**config.mk**
```make
export PLATFORM = sky130hd
export DESIGN_NAME = ins_fetch
export DESIGN_NICKNAME = d
export VERILOG_FILES = /design/src/rtl/mcu51_pkg.sv /design/src/rtl/fetch_queue.sv /design/src/rtl/fetch_queue_chk.sv /design/src/rtl/ins_fetch.sv
export SDC_FILE = /design/constraint.sdc
export NUM_CORES = 1
export LEC_CHECK = 0
export CAP_MARGIN = 5
export CORE_ASPECT_RATIO = 1.75
export CORE_UTILIZATION = 30
export DETAILED_ROUTE_END_ITERATION = 8
export PLACE_DENSITY = 0.48
export RECOVER_POWER = 50
export SETUP_SLACK_MARGIN = 0.15
export SLEW_MARGIN = 20
export SYNTH_ARGS = -nofsm -noshare
export SYNTH_HDL_FRONTEND = slang
export SYNTH_SLANG_ARGS = --single-unit
```
**constraint.sdc**
```tcl
create_clock -name clk -period 8.9 [get_ports clk]
set_clock_uncertainty 0.15 [all_clocks]
set_input_delay 2.225 -clock clk [delete_from_list [all_inputs] [get_ports clk]]
set_output_delay 2.225 -clock clk [all_outputs]
set_load 0.005 [all_outputs]
```
**src/rtl/mcu51_pkg.sv**
```systemverilog
// Constants shared by the 8051 fetch stage and the instruction decoder.
package mcu51_pkg;

   localparam int ADDR_W = 16;
   localparam int CODE_W = 8;
   localparam logic [ADDR_W-1:0] RESET_VECTOR = 16'h0000;

endpackage

```
**src/rtl/fetch_queue.sv**
```systemverilog
// Circular prefetch FIFO holding {code address, code byte} entries.
module fetch_queue #(
   parameter int DEPTH = 4,
   parameter int DW    = 24
) (
   input  logic                     clk,
   input  logic                     rst_n,
   input  logic                     push,
   input  logic [DW-1:0]            push_data,
   input  logic                     pop,
   input  logic                     flush,
   output logic [$clog2(DEPTH):0]   count,
   output logic [DW-1:0]            head
);

   localparam int PTR_W = $clog2(DEPTH);
   localparam int CNT_W = PTR_W + 1;

   logic [DW-1:0]    mem_q [DEPTH];
   logic [DW-1:0]    mem_d [DEPTH];
   logic [PTR_W-1:0] rd_ptr_q, rd_ptr_d;
   logic [PTR_W-1:0] wr_ptr_q, wr_ptr_d;
   logic [CNT_W-1:0] count_q, count_d;

   assign count = count_q;
   assign head  = mem_q[rd_ptr_q];

   // Next-state for storage, pointers and occupancy; flush overrides push and pop.
   always_comb begin
      mem_d    = mem_q;
      rd_ptr_d = rd_ptr_q;
      wr_ptr_d = wr_ptr_q;
      count_d  = count_q;
      if (flush) begin
         rd_ptr_d = {PTR_W{1'b0}};
         wr_ptr_d = {PTR_W{1'b0}};
         count_d  = {CNT_W{1'b0}};
      end else begin
         if (push) begin
            mem_d[wr_ptr_q] = push_data;
            wr_ptr_d        = wr_ptr_q + PTR_W'(1);
         end else begin
            wr_ptr_d = wr_ptr_q;
         end
         if (pop) begin
            rd_ptr_d = rd_ptr_q + PTR_W'(1);
         end else begin
            rd_ptr_d = rd_ptr_q;
         end
         case ({push, pop})
            2'b10:   count_d = count_q + CNT_W'(1);
            2'b01:   count_d = count_q - CNT_W'(1);
            default: count_d = count_q;
         endcase
      end
   end

   // Queue state registers.
   always_ff @(posedge clk or negedge rst_n) begin
      if (!rst_n) begin
         for (int i = 0; i < DEPTH; i++) begin
            mem_q[i] <= {DW{1'b0}};
         end
         rd_ptr_q <= {PTR_W{1'b0}};
         wr_ptr_q <= {PTR_W{1'b0}};
         count_q  <= {CNT_W{1'b0}};
      end else begin
         mem_q    <= mem_d;
         rd_ptr_q <= rd_ptr_d;
         wr_ptr_q <= wr_ptr_d;
         count_q  <= count_d;
      end
   end

   fetch_queue_chk #(.DEPTH(DEPTH)) u_chk (
      .clk   (clk),
      .rst_n (rst_n),
      .push  (push),
      .count (count_q)
   );

endmodule

```
**src/rtl/fetch_queue_chk.sv**
```systemverilog
// Protocol checks for the prefetch queue; carries no functional logic.
module fetch_queue_chk #(
   parameter int DEPTH = 4
) (
   input  logic                     clk,
   input  logic                     rst_n,
   input  logic                     push,
   input  logic [$clog2(DEPTH):0]   count
);

   // The issue rule must never let a return land on a full queue.
   assert property (@(posedge clk) disable iff (!rst_n)
      push |-> (count < ($clog2(DEPTH) + 1)'(DEPTH)));

endmodule

```
**src/rtl/ins_fetch.sv**
```systemverilog
// 8051 instruction fetch: fetch PC, one-byte-per-cycle program memory reads,
// prefetch queue and valid/ready presentation to the decoder.
module ins_fetch
   import mcu51_pkg::CODE_W;
#(
   parameter int                QUEUE_DEPTH  = 4,
   parameter int                ADDR_W       = mcu51_pkg::ADDR_W,
   parameter logic [ADDR_W-1:0] RESET_VECTOR = mcu51_pkg::RESET_VECTOR
) (
   input  logic                clk,
   input  logic                rst_n,
   output logic                rom_rd_en,
   output logic [ADDR_W-1:0]   rom_addr,
   input  logic [CODE_W-1:0]   rom_data,
   output logic                ins_valid,
   output logic [CODE_W-1:0]   instruction,
   output logic [ADDR_W-1:0]   ins_pc,
   input  logic                ins_ready,
   input  logic                pc_load,
   input  logic [ADDR_W-1:0]   pc_load_addr
);

   localparam int CNT_W = $clog2(QUEUE_DEPTH) + 1;
   localparam int ENT_W = ADDR_W + CODE_W;

   logic [ADDR_W-1:0] fetch_pc_q, fetch_pc_d;
   logic [ADDR_W-1:0] rd_pc_q, rd_pc_d;
   logic              inflight_q, inflight_d;
   logic              run_q, run_d;
   logic [CNT_W-1:0]  count_s;
   logic [ENT_W-1:0]  head_s;
   logic [CNT_W:0]    occ_s;
   logic              pop_s, push_s, issue_s;

   assign ins_valid             = (count_s != {CNT_W{1'b0}});
   assign {ins_pc, instruction} = head_s;
   assign pop_s                 = ins_valid && ins_ready;
   // A return landing in the redirect cycle belongs to the old stream and is dropped.
   assign push_s                = inflight_q && !pc_load;

   // Issue decision counts queued bytes plus the outstanding read, minus this cycle's pop.
   always_comb begin
      occ_s   = {1'b0, count_s} + {{CNT_W{1'b0}}, inflight_q} - {{CNT_W{1'b0}}, pop_s};
      issue_s = run_q && !pc_load && (occ_s < (CNT_W + 1)'(QUEUE_DEPTH));
      if (issue_s) begin
         rom_rd_en = 1'b1;
         rom_addr  = fetch_pc_q;
      end else begin
         rom_rd_en = 1'b0;
         rom_addr  = {ADDR_W{1'b0}};
      end
   end

   // Next fetch PC, outstanding-read tracking and the post-reset start flag.
   always_comb begin
      run_d      = 1'b1;
      inflight_d = issue_s;
      rd_pc_d    = rd_pc_q;
      fetch_pc_d = fetch_pc_q;
      if (pc_load) begin
         fetch_pc_d = pc_load_addr;
      end else if (issue_s) begin
         fetch_pc_d = fetch_pc_q + {{(ADDR_W-1){1'b0}}, 1'b1};
      end else begin
         fetch_pc_d = fetch_pc_q;
      end
      if (issue_s) begin
         rd_pc_d = fetch_pc_q;
      end else begin
         rd_pc_d = rd_pc_q;
      end
   end

   // Fetch control registers.
   always_ff @(posedge clk or negedge rst_n) begin
      if (!rst_n) begin
         fetch_pc_q <= RESET_VECTOR;
         rd_pc_q    <= {ADDR_W{1'b0}};
         inflight_q <= 1'b0;
         run_q      <= 1'b0;
      end else begin
         fetch_pc_q <= fetch_pc_d;
         rd_pc_q    <= rd_pc_d;
         inflight_q <= inflight_d;
         run_q      <= run_d;
      end
   end

   fetch_queue #(.DEPTH(QUEUE_DEPTH), .DW(ENT_W)) u_queue (
      .clk       (clk),
      .rst_n     (rst_n),
      .push      (push_s),
      .push_data ({rd_pc_q, rom_data}),
      .pop       (pop_s),
      .flush     (pc_load),
      .count     (count_s),
      .head      (head_s)
   );

endmodule
```
# ---- Word level (Yosys, flattened, before mapping)
# Cells that the tools add are included.
dict set report classes {
  add_sub_neg 7
  order_cmp 4
  n_eq_ne 2
  n_mux 16
  n_bitwise 3
  reduce_logical 12
}
# cell n
set ops {}
lappend ops {{bitwise mux 96 bit} 1}
lappend ops {{two-way mux 24 bit} 3}
lappend ops {{binary-select mux 24 bit (select 2 bit)} 1}
lappend ops {{demux 24 bit (select 2 bit)} 1}
lappend ops {{two-way mux 16 bit} 3}
lappend ops {{adder 16 x 1 -> 16 bit, second input constant} 1}
lappend ops {{two-way mux 2 bit} 4}
lappend ops {{>= comparator 3 bit, second input constant} 2}
lappend ops {{inverter 2 -> 3 bit} 2}
lappend ops {{one-hot mux 3 bit (2 select lines)} 1}
lappend ops {{nonzero test 2 bit} 3}
lappend ops {{nonzero test 3 bit} 2}
lappend ops {{logical AND 1 bit} 5}
lappend ops {{adder 2 x 1 -> 2 bit, second input constant} 2}
lappend ops {{adder 3 x 1 -> 4 bit} 1}
lappend ops {{less-than comparator 4 x 3 -> 1 bit, second input constant} 1}
lappend ops {{subtractor 4 x 1 -> 4 bit} 1}
lappend ops {{adder 3 x 1 -> 3 bit, second input constant} 1}
lappend ops {{less-than comparator 3 x 1 -> 1 bit, second input constant} 1}
lappend ops {{two-way mux 3 bit} 1}
lappend ops {{subtractor 3 x 1 -> 3 bit, second input constant} 1}
lappend ops {{equality test 2 x 1 -> 1 bit, second input constant} 1}
lappend ops {{equality test 2 bit, second input constant} 1}
lappend ops {{AND reduction 2 bit} 1}
lappend ops {{3 further kinds} 3}
dict set report word_totals {
  ff_bits 137
  inputBits 28
  output_inout_bits 42
  word_cells 55
}

# ---- Logic depth before layout (Yosys ltp)
# Gate-level depths: netlist of the first run.
dict set report depth {
  word_depth 7
  depth_mapped 11
  ltp_nobuf 8
}

# ---- Modules after synthesis
# A second synthesis of the first run with hierarchy kept.
dict set report hier_totals {
  hier_cells 447
  area_unflattened_um2 6730.2
}
# module instances cells_per_inst area_per_inst_um2 seq_area_each_um2
set by_module_without_submodules {}
lappend by_module_without_submodules {fetch_queue 1 272 4859.7 2577.5}
lappend by_module_without_submodules {ins_fetch 1 175 1870.5 850.8}

# ---- Least setup slack after synthesis of the first run
# Ideal clock, no wire load.
dict set report synth_path {
  kind {input to output}
  startpoint {in ins_ready}
  endpoint {out rom_addr[10]}
  t_arrival_ns 4.461
  required_time_ns 6.525
  path_slack_ns 2.064
  stages 11
  path_buffers 3
  path_cell_list {o31a_1 clkbuf_1 ha_1 inv_1 ha_1 and3b_1 buf_6 or4_4 a21oi_4 buf_2 and2_1}
}
dict set report synth_via {
  elab_chain_cells 5
}
# element line
set synth_lines {}
lappend synth_lines {{from (decl)} ins_fetch.sv:18} ;# input logic ins_ready,
lappend synth_lines {{logical AND 1 bit} ins_fetch.sv:37} ;# assign pop_s = ins_valid && ins_ready;
lappend synth_lines {{subtractor 4 x 1 -> 4 bit} ins_fetch.sv:43} ;# occ_s = {1'b0, count_s} + {{CNT_W{1'b0}}, inflight_q} - {{CNT_W{1'b0}}, pop_s};
lappend synth_lines {{less-than comparator 4 x 3 -> 1 bit} ins_fetch.sv:44} ;# issue_s = run_q && !pc_load && (occ_s < (CNT_W + 1)'(QUEUE_DEPTH));
lappend synth_lines {{logical AND 1 bit} ins_fetch.sv:44}
lappend synth_lines {{two-way mux 16 bit} ins_fetch.sv:45} ;# if (issue_s) begin
lappend synth_lines {{to (decl)} ins_fetch.sv:13} ;# output logic [ADDR_W-1:0] rom_addr,
# No other way between the ends.

# ---- Final worst setup path of the first run
dict set report layout_path {
  startpoint {in ins_ready}
  endpoint {out rom_addr[14]}
}
# The elaborated chain is that of the path after synthesis.

==> metrics.txt, run 1 <==
post-layout minimum cycle time about 7.8 ns; Critical path origin ins_ready; clock latency at the later pin of the worst-skew pair slightly above 0.4 ns; final hold vios 0; Final Max Slew Viols 165; ys async rst share 1.00; hold_buf cts 0; drt first pass iters 4; DP HPWL 10500 um; GPL Wtd Cong between 0.8 and 0.9; remaining global-route overflow 0; worst r2r src u_queue.count[1]; slew margin rel. -1.91; Vert. Die Dim between 150 and 200 um; CTS sink cnt 137; Ant. Diodes 0; WL/cell roughly 18 um; DRC violation total after the first TritonRoute iteration around 160; Synth Instances roughly 490; worst-path fanout max 18; synth cell count leaders 137 x dfrtp_1, 99 x mux2_2, 24 x mux4_2; vias in the first global route around 4700; CTS Buf Count 17; most numerous cell in the Yosys netlist dfrtp_1; utilization after layout 0.379; initial core utilization 0.308; Via density roughly 5; overall die width about 110 um; cell area after synthesis between 6000 and 7000 um2; DRC violation count after routing 0; Crit. End Element primary output; port bufs 69; overall power roughly 2.7 mW; first-pass GRT wire length roughly 25000 um; worst slew pin tran 4.37 ns; H-tree levels 4; clk buf depth 2; Setup Buffers After CTS 0; ys flop type dfrtp_1; Yosys top cell by area dfrtp_1; min-delay src u_queue.mem_q[40]; share of the synthesized area in the top cell type 0.514; via count ~4200; Hold WC Path Type reg -> reg; post-layout instance area around 8000 um2; fmax 128 MHz; Root Driver clkbuf_16; fin crit share 0.881; max_cap viols 3; largest net degree at the start of global routing 82; # placed instances ~830; sequential area share after synthesis 0.514; number of flops mapped to enable cells by yosys 0; Global Route Usage Sum 0.149; Worst-path clk slew approximately 0.05 ns; final wirelength 15500 um; Distinct cells, synth 56; FP Rows 71; Post-DP Area 7620 um2; Worst VDD drop 0.000114 V; final setup fails 0; crit path DAT between 5 and 6 ns; LEAKAGE ~3.5 nW; final std cells w/o fill around 860; failing checks capacitance limit, slew limit; ranking of synthesized cells by area dfrtp_1 51%, mux2_2 17%, mux4_2 8.1%; synthesis-to-finish area growth 23.2%; TritonCTS clock tree built; result of the run complete, but fails checks; Net Count, Synth roughly 530; flops & latches, synth ~140; WS Path Type in -> out; die area between 20000 and 25000 um2; final setup margin 1.06 ns; antenna viol nets, final 0; Final #Nets 590; worst slack at placement 0.991 ns; initial antenna violation count 0; synthesized area per cell 13.6 um2; TNS Setup 0 ns; startpoint types primary input; RSZ-0062 raised after global routing no; post-CTS sizing 0; share of cells above drive strength 1 0.309; CORE AREA between 20000 and 25000 um2; synth warn 0; Ports 70; WHS around 0.35 ns; Data required, critical path around 6.5 ns; Pwr Density 330 nW/um2
## logic make-up (layout without fill, tap and decap cells)
logic type | after synthesis | in the layout | synth area share
AND/OR/NAND/NOR | 109 | 109 | 0.0938
other | 1 | 1 | 0.000562
XOR/XNOR | 7 | 7 | 0.00920
buffers and inverters | 41 | 116 | 0.0296
multiplexers | 139 | 139 | 0.280
adder cells (fa/ha/maj) | 9 | 9 | 0.0180
AO/OA/AOI/OAI | 46 | 46 | 0.0542
flip-flops | 137 | 137 | 0.514
## flip-flops by register name (all words and copies together), names as in the netlist
register	count
inflight_q	1
u_queue.wr_ptr_q	2
u_queue.rd_ptr_q	2
run_q	1
u_queue.mem_q	96
u_queue.count	3
fetch_pc_q	16
rd_pc_q	16
## critical path: stages
cell             delay, ns
clkdlybuf4s50_1       0.46
o31a_1                0.30
ha_1                  0.20
inv_1                 0.04
ha_1                  0.25
and3b_1               0.26
or4_4                 0.58
a21oi_4               0.43
and2_1                0.20
clkdlybuf4s50_1       0.51
## where the power goes
group	switching, mW	internal, mW	leakage [nW]	total (mW)
logic	0.331	0.601	1.46	0.932
registers	0.213	0.836	1.72	1.05
clock network	0.251	0.477	0.305	0.729
total	0.795	1.91	3.48	2.71
## final timing paths
| kind | end | slack, ns | depth (start not counted) |
|---|---|---|---|
| worst max register to register | rd_pc_q[0] | 5.29 | 9 |
| worst max-delay path | rom_addr[14] | 1.06 | 10 |
| worst min register to register | u_queue.mem_q[40] | 0.35 | 1 |
| worst min-delay path | u_queue.mem_q[40] | 0.35 | 1 |
| max in group asynchronous | u_queue.mem_q[43] | 2.25 | 2 |
| min in group asynchronous | u_queue.mem_q[44] | 3.21 | 1 |
## layer usage
layer / GRT usage / share of wire / up-vias
li1: - / - / 1938
met1: 0.169 / 0.40 / 2191
met2: 0.268 / 0.53 / 93
met3: 0.0328 / 0.036 / 24
met4: 0.0620 / 0.026 / 0
met5: 0 / 0 / -
## layout by cell type (no fill, tap or decap), types with 5 or more instances in the layout
master             n
clkinv_2           6
a22oi_1            5
and2_1            18
nor3_1             5
o211ai_1           8
clkdlybuf4s50_1   67
nor2_1            14
inv_1              7
nand2_1           11
mux4_2            24
clkbuf_1           5
o21ai_0            6
mux2_4            10
mux2_2            99
xnor2_1            6
nand3_1           19
buf_4              7
clkbuf_16         17
dfrtp_1          136
ha_1               8
nor2b_1           13
## cell type report
class | instances | area (um2)
clock inverter | 10 | 150
multi-input combinational | 311 | 3040
inverter | 7 | 26.3
tap | 292 | 365
clock buffer | 20 | 457
fill | 2126 | 13500
timing repair buffer | 79 | 743
sequential | 137 | 3430
(Power assumes the default switching activity.)
==> run 2, diff against run 1 <==
--- a/config.mk
+++ b/config.mk
@@ -11,6 +11,7 @@
 export DETAILED_ROUTE_END_ITERATION = 8
 export PLACE_DENSITY = 0.48
 export RECOVER_POWER = 50
+export REMOVE_ABC_BUFFERS = 1
 export SETUP_SLACK_MARGIN = 0.15
 export SLEW_MARGIN = 20
 export SYNTH_ARGS = -nofsm -noshare
==> metrics.txt, run 2 (synthesized netlist as in run 1, its figures left out) <==
result of the run complete, but fails checks; failing checks capacitance limit, slew limit; die area 22800 um2 (unchanged); worst r2r path cells 9 (unchanged); largest net degree at the start of global routing 84 (+2.4%); fmax 125 MHz (-1.7%); WHS 0.349 ns (+0.00246 ns); final setup margin 0.923 ns (-0.136 ns); Critical path origin ins_ready; clock latency at the later pin of the worst-skew pair 0.41 ns (about the same); GPL Wtd Cong 0.778 (-6.9%); max incr delay on CP 0.58 ns (about the same); LEAKAGE 3.49 nW (+0.15%); DRC violation count after routing 0 (unchanged); final wirelength 16200 um (+4.0%); Largest Register u_queue.mem_q; Final #Nets 589 (-0.17%); H-tree levels 4 (unchanged); Ant. Diodes 0 (unchanged); most frequent cells in the layout 136 x dfrtp_1, 99 x mux2_2, 67 x clkdlybuf4s50_1; post-CTS sizing 0 (unchanged); Vert. Die Dim 199 um (unchanged); initial antenna violation count 0 (unchanged); WS Path Type in -> out; Crit. End Element primary output; CTS sink cnt 137 (unchanged); fin crit share 0.896 (+0.0153); overall power 2.77 mW (+2.1%); crit path to rom_addr[4]; post-layout minimum cycle time 7.98 ns (+0.136 ns); worst slew pin tran 3.05 ns (-1.32 ns); sequence of cells on the critical path clkdlybuf4s50_1 > o31a_1 > ha_1 > inv_1 > ha_1 > and3b_1 > or4_4 > a21oi_4 > buf_4 > and2_1 > clkdlybuf4s50_1; most common cell after layout, fill and taps aside dfrtp_1; worst slack at placement 0.892 ns (-0.0997 ns); Global Route Usage Sum 0.153 (+0.00368); R2R Setup Slk 5.49 ns (+0.20 ns); Root Driver clkbuf_16; synthesis-to-finish area growth 24.2%; share of cells above drive strength 1 0.308 (-0.000546); WL/cell 18.9 um (+3.9%); Worst VDD drop 0.000117 V (+2.9%); CTS Buf Count 17 (unchanged); Final Max Slew Viols 298 (+81%); hold_buf cts 0 (unchanged); antenna viol nets, final 0 (unchanged); Hold WC Path Type reg -> reg; via count 4206 (-0.94%); CP max stage cell or4_4; first-pass GRT wire length 25700 um (+1.3%); drt first pass iters 4 (unchanged); slew margin rel. -1.03 (+0.878); Setup Buffers After CTS 0 (unchanged); final setup fails 0 (unchanged); overall die width 115 um (unchanged); Worst-path clk slew 0.06 ns (about the same); remaining global-route overflow 0 (unchanged); clk buf depth 2 (unchanged); final hold vios 0 (unchanged); vias in the first global route 4536 (-2.9%); worst r2r dst rd_pc_q[8]; startpoint types primary input; port bufs 69 (unchanged); DRC violation total after the first TritonRoute iteration 219 (+36%); worst r2r src u_queue.count[1]; TNS Setup 0 ns (unchanged); Via density 4.91 (-1.1%); DP HPWL 10600 um (+0.17%); Pwr Density 334 nW/um2 (+1.3%); max_cap viols 7 (+4); Largest register FFs 96 (unchanged); initial core utilization 0.308 (unchanged); CORE AREA 21700 um2 (unchanged); Ports 70 (unchanged); Data required, critical path 6.53 ns (about the same); RSZ-0062 raised after global routing no; FP Rows 71 (unchanged); worst-path fanout max 11 (-7); Largest regs u_queue.mem_q x96, fetch_pc_q x16, rd_pc_q x16; TritonCTS clock tree built; crit path DAT 5.60 ns (+0.13 ns)
-- run 2: changes by cell type in the layout (fill, tap and decap cells not counted), sizes merged --
cell / previous run / this run
bufinv: 4 / 5
clkbuf: 25 / 29
clkinvlp: 0 / 3
buf: 7 / 3
clkinv: 6 / 3
-- run 2: area by class of cell --
| cell class | instances | area (um2) |
|---|---|---|
| Sequential cell | 137 | 3430 |
| Inverter | 7 | 26.3 |
| Timing Repair Buffer | 78 | 737 |
| Fill cell | 2134 | 13400 |
| Clock inverter | 11 | 191 |
| Tap cell | 292 | 365 |
| Clock buffer | 21 | 480 |
| Multi-Input combinational cell | 311 | 3050 |
-- run 2: worst min path at each step --
stage,depth (start not counted),endpoint,startpoint
after floorplan,1,u_queue.mem_q[24],u_queue.mem_q[24]
after CTS,1,u_queue.mem_q[38],u_queue.mem_q[38]
final,1,u_queue.mem_q[25],u_queue.mem_q[25]
after global placement,1,u_queue.mem_q[33],u_queue.mem_q[33]
after detailed placement,1,u_queue.mem_q[38],u_queue.mem_q[38]
after global routing,1,u_queue.mem_q[22],u_queue.mem_q[22]
-- run 2: routing by layer --
metal	share of wire	wire length (um)	track usage
met3	0.029	468	0.0252
met2	0.54	8770	0.273
met5	0	0	0
met4	0.027	433	0.0722
met1	0.40	6490	0.176
-- run 2: through the flow --
step | instances | area (um2) | utilization
2_1_floorplan | 455 | 6500 | -
3_3_place_gp | 825 | 7630 | 0.352
3_5_place_dp | 825 | 7630 | 0.352
4_1_cts | 857 | 8300 | 0.383
5_1_grt | 857 | 8280 | 0.382
6_report | 857 | 8280 | 0.382
-- run 2: worst max-delay path: cells and delay by family --
family                     cells  cell delay [ns]
AOI/OAI and AO/OA              2             0.69
buffers and inverters          4             1.25
and+or+nand+nor                3             0.98
adders and majority gates      2             0.45
-- run 2: report_power, final --
group | leakage, nW | total, mW | internal [mW] | switching [mW]
Combinational | 1.44 | 0.932 | 0.607 | 0.326
Sequential | 1.72 | 1.05 | 0.836 | 0.212
Clock | 0.321 | 0.787 | 0.527 | 0.261
Total | 3.49 | 2.77 | 1.97 | 0.799
